<file path="src/rtl/psum_relu_quant.sv">
// psum_relu_quant
// Downstream stage of the MAC column. Signed partial sums from the mac are
// accumulated into a bank of `depth` registers, one per output channel.
// A one-cycle drain pulse streams the bank out in index order. Each entry
// goes through ReLU, a logical right shift by `shift` and unsigned
// saturation to `bw` bits. The result is the next layer's activation.
//
// Ports
//   clk        rising-edge clock
//   reset_n    asynchronous active-low reset
//   in_valid   in_psum / in_addr / in_clear are valid
//   in_ready   block accepts input (only while accumulating)
//   in_psum    signed partial sum (psum_bw bits)
//   in_addr    bank entry index
//   in_clear   1: overwrite the entry, 0: saturating accumulate into it
//   drain      one-cycle pulse that starts streaming the bank out
//   out_valid  out_act / out_addr are valid
//   out_ready  consumer accepts the current output
//   out_act    quantized unsigned activation (bw bits)
//   out_addr   bank index that out_act came from
//   done       one-cycle pulse after the last entry has been handed off
module psum_relu_quant #(
   parameter int bw      = 4,
   parameter int psum_bw = 16,
   parameter int depth   = 8,
   parameter int addr_bw = 3,
   parameter int shift   = 4
) (
   input  logic                      clk,
   input  logic                      reset_n,
   input  logic                      in_valid,
   output logic                      in_ready,
   input  logic signed [psum_bw-1:0] in_psum,
   input  logic [addr_bw-1:0]        in_addr,
   input  logic                      in_clear,
   input  logic                      drain,
   output logic                      out_valid,
   input  logic                      out_ready,
   output logic [bw-1:0]             out_act,
   output logic [addr_bw-1:0]        out_addr,
   output logic                      done
);

   typedef enum logic {ACC, DRAIN} state_t;

   state_t                    state, state_next;
   logic [addr_bw-1:0]        index, index_next;
   logic                      done_next;
   logic                      accept;
   logic                      release_entry;
   logic                      last_entry;

   logic signed [psum_bw-1:0] bank [depth];

   logic [psum_bw:0]          wide_sum;
   logic [psum_bw-1:0]        sat_sum;
   logic [psum_bw-1:0]        write_value;
   logic [psum_bw-1:0]        drain_entry;
   logic [psum_bw-1:0]        shifted;

   assign last_entry = (index == addr_bw'(depth - 1));

   // State, drain index and the done pulse register. Reset drops any drain
   // in progress, so a pending done is also discarded.
   always_ff @(posedge clk or negedge reset_n) begin
      if (!reset_n) begin
         state <= ACC;
         index <= '0;
         done  <= 1'b0;
      end else begin
         state <= state_next;
         index <= index_next;
         done  <= done_next;
      end
   end

   // Next-state logic and handshake signals. While draining, in_valid and
   // drain are ignored; the index only moves on an accepted output.
   always_comb begin
      state_next    = state;
      index_next    = index;
      done_next     = 1'b0;
      in_ready      = 1'b0;
      out_valid     = 1'b0;
      accept        = 1'b0;
      release_entry = 1'b0;
      case (state)
         ACC: begin
            in_ready = 1'b1;
            accept   = in_valid;
            if (drain) begin
               state_next = DRAIN;
               index_next = '0;
            end
         end
         DRAIN: begin
            out_valid = 1'b1;
            if (out_ready) begin
               release_entry = 1'b1;
               if (last_entry) begin
                  index_next = '0;
                  state_next = ACC;
                  done_next  = 1'b1;
               end else begin
                  index_next = index + 1'b1;
               end
            end
         end
         default: state_next = ACC;
      endcase
   end

   // Saturating accumulate: the sum is formed one bit wider, and when the two
   // top bits disagree the true result left the signed range, so clamp toward
   // the sign of the wide result.
   always_comb begin
      wide_sum = {bank[in_addr][psum_bw-1], bank[in_addr]}
               + {in_psum[psum_bw-1], in_psum};
      if (wide_sum[psum_bw] != wide_sum[psum_bw-1]) begin
         sat_sum = wide_sum[psum_bw] ? {1'b1, {(psum_bw-1){1'b0}}}
                                     : {1'b0, {(psum_bw-1){1'b1}}};
      end else begin
         sat_sum = wide_sum[psum_bw-1:0];
      end
      write_value = in_clear ? in_psum : sat_sum;
   end

   // Bank storage. Writes happen only while accumulating; entries are zeroed
   // as they are handed off so the bank is empty after a full drain.
   always_ff @(posedge clk or negedge reset_n) begin
      if (!reset_n) begin
         for (int i = 0; i < depth; i++) begin
            bank[i] <= '0;
         end
      end else begin
         if (accept) begin
            bank[in_addr] <= write_value;
         end
         if (release_entry) begin
            bank[index] <= '0;
         end
      end
   end

   // Output quantization: negative entries become 0, otherwise shift right
   // and clamp anything that does not fit in bw bits to all-ones. Outputs
   // are forced to 0 whenever nothing is being presented.
   always_comb begin
      drain_entry = bank[index];
      shifted     = drain_entry >> shift;
      out_act     = '0;
      out_addr    = '0;
      if (state == DRAIN) begin
         out_addr = index;
         if (drain_entry[psum_bw-1]) begin
            out_act = '0;
         end else if (|shifted[psum_bw-1:bw]) begin
            out_act = '1;
         end else begin
            out_act = shifted[bw-1:0];
         end
      end
   end

endmodule

</file>
<file path="config.mk">
export PLATFORM = sky130hd
export DESIGN_NAME = psum_relu_quant
export DESIGN_NICKNAME = d
export VERILOG_FILES = /design/src/rtl/psum_relu_quant.sv
export SDC_FILE = /design/constraint.sdc
export NUM_CORES = 1
export LEC_CHECK = 0
export ABC_CLOCK_PERIOD_IN_PS = 5200
export CELL_PAD_IN_SITES_DETAIL_PLACEMENT = 0
export CELL_PAD_IN_SITES_GLOBAL_PLACEMENT = 1
export CORE_ASPECT_RATIO = 2
export CORE_MARGIN = 3
export CORE_UTILIZATION = 35
export CTS_BUF_LIST = sky130_fd_sc_hd__clkbuf_8
export CTS_CLUSTER_SIZE = 10
export DETAILED_ROUTE_END_ITERATION = 10
export PLACE_DENSITY = 0.67
export SLEW_MARGIN = 10
export SYNTH_ARGS = -nofsm -noshare
export SYNTH_HDL_FRONTEND = slang
export SYNTH_SLANG_ARGS = --single-unit
</file>
<file path="constraint.sdc">
create_clock -name clk -period 5.2 [get_ports clk]
set_clock_uncertainty 0.2 [all_clocks]
set_input_delay 1.04 -clock clk [delete_from_list [all_inputs] [get_ports clk]]
set_output_delay 1.04 -clock clk [all_outputs]
set_load 0.05 [all_outputs]
</file>
==> results of run 1 <==
## timing repair
item                                    in CTS  in global routing
gates resized for setup                      0                  1
setup buffers                                0                  0
endpoints found under the setup margin       0                  1
endpoints found under the hold margin        0                  0
## cell families (layout without fill, tap and decap cells)
logic type,after synthesis,in the layout,synth area share (%)
AOI/OAI and AO/OA,319,319,29.5
DFF,133,133,41.9
adders and majority gates,19,19,3.09
xor gates and xnor gates,11,11,1.45
buffers and inverters,70,185,3.48
and+or+nand+nor,257,257,16.1
muxes,21,21,4.43
## per-stage QoR
step / util (%) / setup TNS, ns
final: 44.5 / 0
after global routing: 44.5 / 0
after CTS: 44.5 / 0
after detailed placement: 42.6 / -4.52
after global placement: 42.6 / -4.11
after floorplan: - / 0
## area by class of cell
cell class	count	area share, %
Clock buffer	18	2.50
Inverter	6	0.227
Multi-Input combinational cell	627	44.1
Timing Repair Buffer	148	14.2
Sequential cell	133	33.6
Clock inverter	13	1.83
Tap cell	276	3.49
## final timing paths
| check | slack (ns) | endpoint | startpoint | depth (start not counted) |
|---|---|---|---|---|
| max | 0.20 | bank[115] | in_addr[0] | 19 |
| min | 0.31 | bank[98] | bank[98] | 2 |
| max reg2reg | 1.36 | bank[115] | bank[32] | 15 |
| min reg2reg | 0.31 | bank[98] | bank[98] | 2 |
| max in group asynchronous | 3.38 | async pin | reset_n | 2 |
| min in group asynchronous | 0.44 | async pin | reset_n | 1 |
## placed cells by master (no fill, tap or decap), types with 6 or more instances in the layout
master,Yosys,routed
buf_12,0,17
nand3_1,39,39
buf_4,0,97
nor4_1,7,7
nand2_1,86,86
and3_1,6,6
mux4_2,11,11
ha_1,18,18
clkbuf_8,0,18
a31oi_1,19,17
o21ai_0,20,20
a21oi_1,55,53
a22oi_1,72,72
nor2_1,39,39
mux2i_1,9,9
a21o_1,7,7
nand4_1,21,21
o221ai_1,56,56
o211ai_1,42,42
clkdlybuf4s50_1,0,33
inv_1,6,6
xor2_1,7,7
and2_1,29,29
a32oi_1,16,16
dfrtp_1,133,132
a21oi_2,5,7
## power by group
group | switching (mW) | internal, mW
Combinational | 1.57 | 1.09
Sequential | 0.358 | 1.36
Clock | 0.443 | 0.531
## per-layer routing
| layer | vias to the layer above | wire, µm |
|---|---|---|
| met2 | 467 | 18900 |
| met4 | 0 | 3320 |
| met3 | 178 | 2220 |
| li1 | 3484 | - |
| met5 | - | 0 |
| met1 | 4034 | 12600 |
## worst max-delay path, cell delays in order
cell	delay, ns
clkdlybuf4s50_1	0.46
buf_4	0.18
nor3b_2	0.15
buf_4	0.18
a22oi_1	0.20
nand4_1	0.24
buf_4	0.22
fa_1	0.43
a211o_1	0.28
a21oi_1	0.31
buf_4	0.20
a21oi_1	0.09
buf_4	0.16
nor2_1	0.13
mux2i_2	0.08
buf_4	0.17
nand2_1	0.22
buf_4	0.25
o211ai_1	0.12
==> flow_metrics.tcl, run 1 <==
set metrics [dict create \
    status "finished clean" \
    die_w_um 113 \
    synth_warnings 0 \
    dr.pass1.iters 7 \
    ys.flop_type "dfrtp_1" \
    gp_congestion 1.00 \
    busiest_layer "met2" \
    synth.most_common_cell "dfrtp_1" \
    cts.clk_slew.worst_paths_ns 0.08 \
    synth_area_leader_cell "dfrtp_1" \
    overflow 0 \
    rsz0062_at_grt "no" \
    hpwlAfterDp_um 26600 \
    hold_path_class "flip-flop to flip-flop" \
    syn_inst 830 \
    hold_viol_final 0 \
    finalPower_mw 5.35 \
    setup_ws_ns 0.202 \
    seqCellArea_um2 3330 \
    n_fill_cell 2152 \
    cts.sinks 133 \
    ys_async_sr_fraction_pct 100 \
    vias_per_cell 6.69 \
    drc 0 \
    use_met1_pct 32.7 \
    grt_usage_pct 30.6 \
    postPlaceCellArea_um2 9480 \
    clock-root-buffer "clkbuf_8" \
    finish.instance_area_um2 9910 \
    setup_viol 0 \
    htreeDepth 4 \
    rows 77 \
    dp_slack_ns -0.177 \
    grt_use_met2_pct 52.9 \
    stdcell_count 1221 \
    syn2layout_area_growth_pct 24.8 \
    io_pins 35 \
    endpoint_kind "flip-flop" \
    startpoint_type "input port" \
    netlist_area_um2 7940 \
    ctsHoldBuffers 0 \
    antenna_left 0 \
    core_um2 22300 \
    synthTopCellsByArea "dfrtp_1, a22oi_1, o221ai_1" \
    fin_nets 977 \
    numCtsBuffers 17 \
    arrival_ns 5.13 \
    cts_tree "built" \
    powerDensity_nw_per_um2 540 \
    initial_core_util_pct 35.7 \
    drt-total-wl_um 37000 \
    period_share_pct 96.1 \
    wl_per_cell_um 30.3 \
    max_freq_ghz 0.200 \
    synth_seq_cells 133 \
    multi_input_area_um2 4370 \
    fin_crit_ns 5.00 \
    synth_commonest_cells "dfrtp_1, nand2_1, a22oi_1" \
    drt-initial-drc-count 650 \
    critPathRequiredTime_ns 5.33 \
    antenna_found_initial 0 \
    cts.path.max_buffers 2 \
    seq_area_frac_synth_pct 41.9 \
    grt_max_degree 105 \
    slew_violations 0 \
    drive_above_1_share_pct 19.3 \
    slew_headroom_pct 24.9 \
    synthDistinctLibCells 58 \
    worst-path-max-fanout 9 \
    leakage_nw 4.22 \
    synth_fp_nets 874 \
    ir_drop_mv 0.374 \
    grt_first_pass_wirelength_um 55000 \
    port_buffers 34 \
    placed_cells 1190 \
    synth-edff-count 0 \
    grt_pass1_vias 8531 \
    n_antenna_cell 0 \
    die_area_um2 24600 \
    finalHoldWorstSlack_ns 0.305 \
    crit_type "input port to flip-flop" \
    use_met3_pct 4.94 \
    max_slew.worst_pin.slew_ns 1.12 \
    fp.dieH_um 219 \
    post_synth.cell_area_avg_um2 9.57 \
    clk_latency_ns 0.48 \
    synth_top_area_share_pct 41.9 \
    vias 8163 \
    maxCapViolations 0 \
]
(Power assumes the default switching activity.)
==> inputs of run 2 (changes only) <==
SLEW_MARGIN = 20   (was 10)
==> run 2 against run 1 <==
Net effect: cell count about the same; cell area up 0.28%; global-route usage stayed put; die area is the same; combinational power hardly changed; non-clock buffer count rose by 1; first-iteration DRC count decreased by 6.9%.
==> flow_metrics.tcl, run 2 (same netlist as run 1, synthesis figures left out) <==
set metrics [dict create \
    status "finished clean" \
    setup_viol 0 \
    cts_resized 0 \
    cp_slowest_stage_delay_ns 0.46 \
    cts.path.max_buffers 2 \
    grt_usage_pct 30.6 \
    max_slew.worst_pin.slew_ns 1.12 \
    die_w_um 113 \
    syn2layout_area_growth_pct 25.1 \
    clock-root-buffer "clkbuf_8" \
    final_cell_mix "dfrtp_1, buf_4, nand2_1, a22oi_1, o221ai_1" \
    leakage_nw 4.23 \
    ir_drop_mv 0.373 \
    ctsHoldBuffers 0 \
    htreeDepth 4 \
    period_share_pct 96.0 \
    vias_per_cell 6.64 \
    finalHoldWorstSlack_ns 0.250 \
    numCtsBuffers 17 \
    rows 77 \
    fin_nets 978 \
    port_buffers 34 \
    wl_per_cell_um 30.2 \
    grt_pass1_vias 8531 \
    hold_path_class "input port to async pin" \
    startpoint_type "input port" \
    cts.clk_slew.worst_paths_ns 0.08 \
    rsz0062_at_grt "no" \
    fin_crit_ns 4.99 \
    clk_latency_ns 0.48 \
    slew_headroom_pct 24.8 \
    crit_chain "clkdlybuf4s50_1, buf_4, nor3b_2, buf_4, a22oi_1, nand4_1, buf_4, fa_1, a211o_1, a21oi_1, buf_4, a21oi_1, buf_4, nor2_1, mux2i_2, buf_4, nand2_1, buf_4, o211ai_1" \
    drt-total-wl_um 37000 \
    grt_first_pass_wirelength_um 55000 \
    die_area_um2 24600 \
    slew_violations 0 \
    initial_core_util_pct 35.7 \
    cts.sinks 133 \
    critPathRequiredTime_ns 5.33 \
    dp_slack_ns -0.177 \
    overflow 0 \
    io_pins 35 \
    placed_cells 1190 \
    antenna_found_initial 0 \
    antenna_left 0 \
    grt_max_degree 105 \
    maxCapViolations 0 \
    drc 0 \
    hold_viol_final 0 \
    drt-initial-drc-count 605 \
    dr.pass1.iters 5 \
    vias 8115 \
    max_freq_ghz 0.200 \
    core_um2 22300 \
    drive_above_1_share_pct 19.3 \
    cp_common_cell "buf_4" \
    setup_ws_ns 0.206 \
    worst-path-max-fanout 9 \
    stdcell_count 1222 \
    gp_congestion 1.00 \
    cp.buffers_inverters 8 \
    cts_tree "built" \
    n_antenna_cell 0 \
    cts_setup_buffers 0 \
    arrival_ns 5.13 \
    endpoint_kind "flip-flop" \
    crit_type "input port to flip-flop" \
    hpwlAfterDp_um 26600 \
    finalPower_mw 5.36 \
    slowest_stage "clkdlybuf4s50_1" \
    cpLargestDelayFamily "buffers and inverters" \
    powerDensity_nw_per_um2 539 \
    fp.dieH_um 219 \
    final_common_cell "dfrtp_1" \
    utilization_pct 44.6 \
]
run 2: through the flow:
stage | TNS [ns] | instance area (µm²)
6_report | 0 | 9940
5_1_grt | 0 | 9940
4_1_cts | 0 | 9910
3_5_place_dp | -4.52 | 9480
3_3_place_gp | -4.11 | 9480
2_1_floorplan | 0 | 7940
run 2: worst paths after layout:
path / startpoint / end / slack (ns) / cells past startpoint
setup / recovery: in_addr[0] / bank[115] / 0.21 / 19
hold / removal: reset_n / async pin / 0.25 / 1
setup reg to reg: bank[33] / bank[115] / 1.37 / 15
hold reg to reg: bank[18] / bank[18] / 0.31 / 2
max in group asynchronous: reset_n / async pin / 3.79 / 2
min in group clk: bank[18] / bank[18] / 0.31 / 2
run 2: layout make-up:
cell class,count,area [µm²]
Fill cell,2151,12300
Multi-Input combinational cell,627,4370
Sequential cell,133,3330
Timing Repair Buffer,149,1440
Tap cell,276,345
Clock buffer,18,248
Clock inverter,13,181
Inverter,6,22.5
run 2: power breakdown:
| part | internal, mW | switching [mW] | total (mW) |
|---|---|---|---|
| registers | 1.36 | 0.358 | 1.72 |
| clock network | 0.531 | 0.446 | 0.977 |
| logic | 1.09 | 1.57 | 2.66 |
run 2: per-layer routing:
| layer | vias up | part of all wire (%) | track usage [%] |
|---|---|---|---|
| met1 | 4005 | 34 | 32.7 |
| met5 | - | 0 | 0 |
| li1 | 3484 | - | - |
| met2 | 452 | 51 | 52.9 |
| met4 | 0 | 9.0 | 24.5 |
| met3 | 174 | 6.1 | 4.94 |
